**config.mk**
```make
export PLATFORM = sky130hd
export DESIGN_NAME = rr_req_gnt_arbiter
export DESIGN_NICKNAME = d
export VERILOG_FILES = /design/src/rtl/rr_req_gnt_arbiter.sv
export SDC_FILE = /design/constraint.sdc
export NUM_CORES = 1
export LEC_CHECK = 0
export ABC_AREA = 1
export BUFFER_PORTS_ARGS = -buffer_cell sky130_fd_sc_hd__buf_4
export CORE_MARGIN = 2
export CORE_UTILIZATION = 50
export DETAILED_ROUTE_END_ITERATION = 8
export PLACE_DENSITY = 0.74
export SLEW_MARGIN = 0
export SYNTH_ARGS = -nofsm -noshare
export SYNTH_HDL_FRONTEND = slang
export SYNTH_SLANG_ARGS = --single-unit
```
**constraint.sdc**
```tcl
create_clock -name clk -period 1.65 [get_ports clk]
set_input_delay 0.165 -clock clk [delete_from_list [all_inputs] [get_ports clk]]
set_output_delay 0.165 -clock clk [all_outputs]
set_load 0.01 [all_outputs]
```
**src/rtl/rr_req_gnt_arbiter.sv**
```systemverilog
// rr_req_gnt_arbiter: N-channel round-robin request/grant arbiter with registered one-cycle grant latency
// ports: clk, rst_n (async active-low reset), req (per-channel level requests),
//        gnt / gnt_valid / gnt_id (registered one-hot-or-zero grant, its OR and its binary index),
//        starve (sticky per-channel starvation flags), starve_clr (per-channel synchronous clear of starve)
module rr_req_gnt_arbiter #(
    parameter int NUM_REQ   = 4,
    parameter int HOLD_MODE = 0,
    parameter int MAX_WAIT  = 8,
    parameter int ID_W      = $clog2(NUM_REQ),
    parameter int CNT_W     = $clog2(MAX_WAIT + 1)
) (
    input  logic               clk,
    input  logic               rst_n,
    input  logic [NUM_REQ-1:0] req,
    output logic [NUM_REQ-1:0] gnt,
    output logic               gnt_valid,
    output logic [ID_W-1:0]    gnt_id,
    output logic [NUM_REQ-1:0] starve,
    input  logic [NUM_REQ-1:0] starve_clr
);
    localparam logic [CNT_W-1:0] MAXC = CNT_W'(MAX_WAIT);
    logic [ID_W-1:0] ptr, win, idx, nxt;
    logic any, keep;
    int s;
    logic [CNT_W-1:0] cnt [NUM_REQ];
    logic [NUM_REQ-1:0] waiting, hit;
    // descending scan so the requester closest to ptr is the last (winning) assignment
    always_comb begin
        win = '0;
        any = 1'b0;
        s = 0;
        idx = '0;
        for (int o = NUM_REQ - 1; o >= 0; o--) begin
            s = int'(ptr) + o;
            idx = ID_W'(s >= NUM_REQ ? s - NUM_REQ : s);
            if (req[idx]) begin
                win = idx;
                any = 1'b1;
            end
        end
    end
    assign nxt = win == ID_W'(NUM_REQ - 1) ? '0 : win + ID_W'(1);
    // in hold mode an owner still requesting freezes grant and pointer
    assign keep = (HOLD_MODE != 0) && |(gnt & req);
    always_ff @(posedge clk or negedge rst_n) begin
        if (!rst_n) begin
            gnt <= '0;
            gnt_valid <= 1'b0;
            gnt_id <= '0;
            ptr <= '0;
        end else if (!keep) begin
            gnt <= any ? NUM_REQ'(1) << win : '0;
            gnt_valid <= any;
            gnt_id <= any ? win : '0;
            if (any) ptr <= nxt;
        end
    end
    assign waiting = req & ~gnt;
    always_comb begin
        hit = '0;
        for (int i = 0; i < NUM_REQ; i++) hit[i] = waiting[i] && cnt[i] == MAXC - CNT_W'(1);
    end
    // set has priority over clear so a starvation event is never lost
    always_ff @(posedge clk or negedge rst_n) begin
        if (!rst_n) begin
            for (int i = 0; i < NUM_REQ; i++) cnt[i] <= '0;
            starve <= '0;
        end else begin
            for (int i = 0; i < NUM_REQ; i++) cnt[i] <= !waiting[i] ? '0 : cnt[i] == MAXC ? MAXC : cnt[i] + CNT_W'(1);
            starve <= (starve & ~starve_clr) | hit;
        end
    end
`ifndef SYNTHESIS
    a_onehot: assert property (@(posedge clk) disable iff (!rst_n) $onehot0(gnt))
        else $error("a_onehot: gnt=%b not one-hot-or-zero", gnt);
    a_valid: assert property (@(posedge clk) disable iff (!rst_n) gnt_valid == |gnt)
        else $error("a_valid: gnt_valid=%b gnt=%b", gnt_valid, gnt);
    for (genvar i = 0; i < NUM_REQ; i++) begin : g_chk
        a_past: assert property (@(posedge clk) disable iff (!rst_n) gnt[i] |-> $past(req[i]))
            else $error("a_past: gnt[%0d] without prior req", i);
        // a continuously requesting channel waits at most NUM_REQ arbitrations in pulse mode
        if (HOLD_MODE == 0) begin : g_pulse
            a_fair: assert property (@(posedge clk) disable iff (!rst_n) int'(cnt[i]) <= NUM_REQ)
                else $error("a_fair: channel %0d waited %0d cycles", i, cnt[i]);
        end
    end
`endif
endmodule
```
==> flow_metrics.env <==
export IMPL_final_util_pct=68.3
export IMPL_dieArea_sq_um=3430
export IMPL_vdd_drop_max_v=0.00141
export IMPL_track_usage_pct=19.7
export IMPL_num_vias=1203
export IMPL_setup_slack_ps=-38.4
export IMPL_start_util_pct=53.5
export IMPL_layout_nets=230
export IMPL_grt_pass1_vias=1194
export IMPL_antenna_left=0
export IMPL_die_h_um=58.5
export IMPL_drt_iter0_drc=50
export IMPL_power_density_nw_per_um2=1650
export IMPL_synth_area_top_cells="dfrtp_1, ha_1, inv_1"
export IMPL_dp_hpwl_mm=2.12
export IMPL_cp_data_arrival_time_ps=1920
export IMPL_ys_flop_type="dfrtp_1"
export IMPL_slew_headroom_pct=76.2
export IMPL_hold_class="in2reg"
export IMPL_core_area_sq_um=2780
export IMPL_leakage_nw=0.999
export IMPL_ys_types=19
export IMPL_multi_input_comb_area_sq_um=701
export IMPL_synth_edff_count=0
export IMPL_grt_max_degree=30
export IMPL_die_x_um=58.5
export IMPL_post_route_drc_count=0
export IMPL_drtPass1Iterations=4
export IMPL_grt_first_pass_wirelength_mm=4.96
export IMPL_io_buffer_count=20
export IMPL_clock_sinks=29
export IMPL_nFillCells=215
export IMPL_startpoint_type="register"
export IMPL_synth_fp_nets=194
export IMPL_grt_ovfl_total=0
export IMPL_seqCellArea_sq_um=728
export IMPL_cts_buffers=5
export IMPL_required_ps=1880
export IMPL_yosys_area_top_type_share_pct=48.8
export IMPL_rsz0062_at_grt="true"
export IMPL_hold_viol=0
export IMPL_post_drt_via_cell_ratio=5.01
export IMPL_yosys_area_top_type="dfrtp_1"
export IMPL_clk_latency_ps=320
export IMPL_synthCells=172
export IMPL_cap_violations=0
export IMPL_clkPwrFrac_pct=12.8
export IMPL_ys_ff_latch=29
export IMPL_io_pins=21
export IMPL_yosys_warnings=0
export IMPL_worstSetupPathType="reg2reg"
export IMPL_fmax_mhz=592
export IMPL_netlist_area_sq_um=1490
export IMPL_clk_pin_slew_ps=90
export IMPL_synthMostInstantiatedCell="inv_1"
export IMPL_clockRootBuffer="clkbuf_4"
export IMPL_cts_tree="done"
export IMPL_final_max_slew_violation_count=0
export IMPL_areaGrowthSynthToFinish_pct=27.8
export IMPL_row_count=19
export IMPL_antenna_found_initial=0
export IMPL_finalSetupViolations=3
export IMPL_endpoint_kind="register"
export IMPL_yosysSeqAreaShare_pct=48.8
export IMPL_synth_commonest_cells="inv_1, dfrtp_1, nand2_1, nor2_1, ha_1"
export IMPL_failed_checks="negative setup slack"
export IMPL_fin_crit_ps=1690
export IMPL_n_antenna_cell=0
export IMPL_clockBufferDepth=2
export IMPL_seq_power_share_pct=33.5
export IMPL_hold_slack_ps=15.5
export IMPL_cp_max_fo=6
export IMPL_power_switching_w=0.00136
export IMPL_intPower_w=0.00178
export IMPL_routabilityCongestion=0.887
export IMPL_worst_pin_slew_ps=357
export IMPL_avgSynthCellArea_sq_um=8.65
export IMPL_switching_share_pct=43.3
export IMPL_wl_mm=3.01
export IMPL_clock_skew_ps=9.21
export IMPL_status="finished with violations"
export IMPL_htreeDepth=2
export IMPL_drive_gt1_share_pct=31.6
export IMPL_synthArstFlopShare_pct=100
export IMPL_wl_per_cell_um=12.5
export IMPL_min_period_over_period_pct=102
export IMPL_p_comb_share_pct=53.7
[final cells by class]
cell class                 instances  share of cell area [%]
inverter                          38                    7.50
clock inverter                     2                   0.527
clock buffer                       6                    2.17
timing repair buffer              30                    12.6
tap                               31                    2.04
multi-input combinational        104                    36.9
sequential                        29                    38.3
[layer usage]
| layer | vias to the layer above | global-route usage (%) | routed length (um) |
|---|---|---|---|
| li1 | 596 | - | - |
| met1 | 568 | 21.9 | 1240 |
| met2 | 27 | 32.6 | 1550 |
| met3 | 12 | 6.37 | 122 |
| met4 | 0 | 12.0 | 98 |
| met5 | - | 0 | 0 |
[power by group through the flow]
stage                     Sequential (W)  Combinational, W  Clock, W
after floorplan                  0.00103          0.000927         0
after global placement           0.00103           0.00128         0
after detailed placement         0.00105           0.00135         0
after CTS                        0.00103           0.00148  0.000408
after global routing             0.00107           0.00191  0.000449
final                            0.00105           0.00168  0.000400
[registers in the layout, indices dropped and copies added (netlist names)]
| name | cells |
|---|---|
| cnt | 16 |
| gnt | 4 |
| gnt_id | 2 |
| gnt_valid | 1 |
| ptr | 2 |
| starve | 4 |
[path summary, 6_finish.rpt]
path	from	endpoint	slack (ps)	cells after the start
worst max-delay path	ptr[0]	gnt[0]	-40	11
worst min-delay path	starve_clr[1]	starve[1]	20	2
worst max register to register	ptr[0]	gnt[0]	-40	11
worst min register to register	cnt[8]	cnt[8]	500	1
max in group asynchronous	rst_n	ptr[1]	1080	2
min in group asynchronous	rst_n	cnt[7]	280	2
[per-stage QoR]
stage | setup TNS [ps] | cell area, sq um | instances | total power [W] | worst slack [ps]
floorplan | 0 | 1490 | 172 | 0.00196 | 90.0
global placement | 0 | 1690 | 225 | 0.00231 | 15.6
detailed placement | -250 | 1690 | 225 | 0.00240 | -119
CTS | 0 | 1810 | 238 | 0.00292 | 1.68
global route | -403 | 1900 | 240 | 0.00342 | -114
finish | -86.7 | 1900 | 240 | 0.00313 | -38.4
[critical path, cell delays in order, from the launching register on]
cell and delay (ps):
dfrtp_2 480, buf_6 160, o21ai_4 160, nand2_1 90
nand3_2 70, nand3_1 70, nand2_1 80, nand2_2 70
buf_4 150, ha_1 170, inv_1 50, nor2_1 40
[kinds of logic (layout without fill, tap and decap cells)]
kind of cell,count (synthesis),in the layout,share of synthesized area [%]
and+or+nand+nor,75,75,22.8
adders and majority gates,12,12,10.1
DFF,29,29,48.8
AOI/OAI and AO/OA,12,12,5.05
xor gates and xnor gates,5,5,2.94
buffers and inverters,39,76,10.3
[cells in the final DEF, fill, tap and decap left out, types with 2 or more instances in the layout]
cell type      instances
nor2_1                26
xor2_1                 4
clkbuf_4               5
buf_4                 25
nand2_2               13
dfrtp_2                2
o21ai_4                2
clkinv_2               2
dfrtp_1               27
inv_2                  5
inv_1                 33
ha_1                  11
nand3_2                7
nor3b_1                4
dlygate4sd3_1          4
o32ai_1                4
nand3_1                5
o21ai_0                4
nand2_1               18
[timing repair]
action / in CTS / in global routing
resized for setup: 11 / 18
hold buffers: 2 / 2
pin swaps: 3 / 6
endpoints found under the setup margin: 4 / 5
buffers inserted: 3 / 0
endpoints found under the hold margin: 30 / 2
Note: power is estimated with default switching activity, not from simulation.
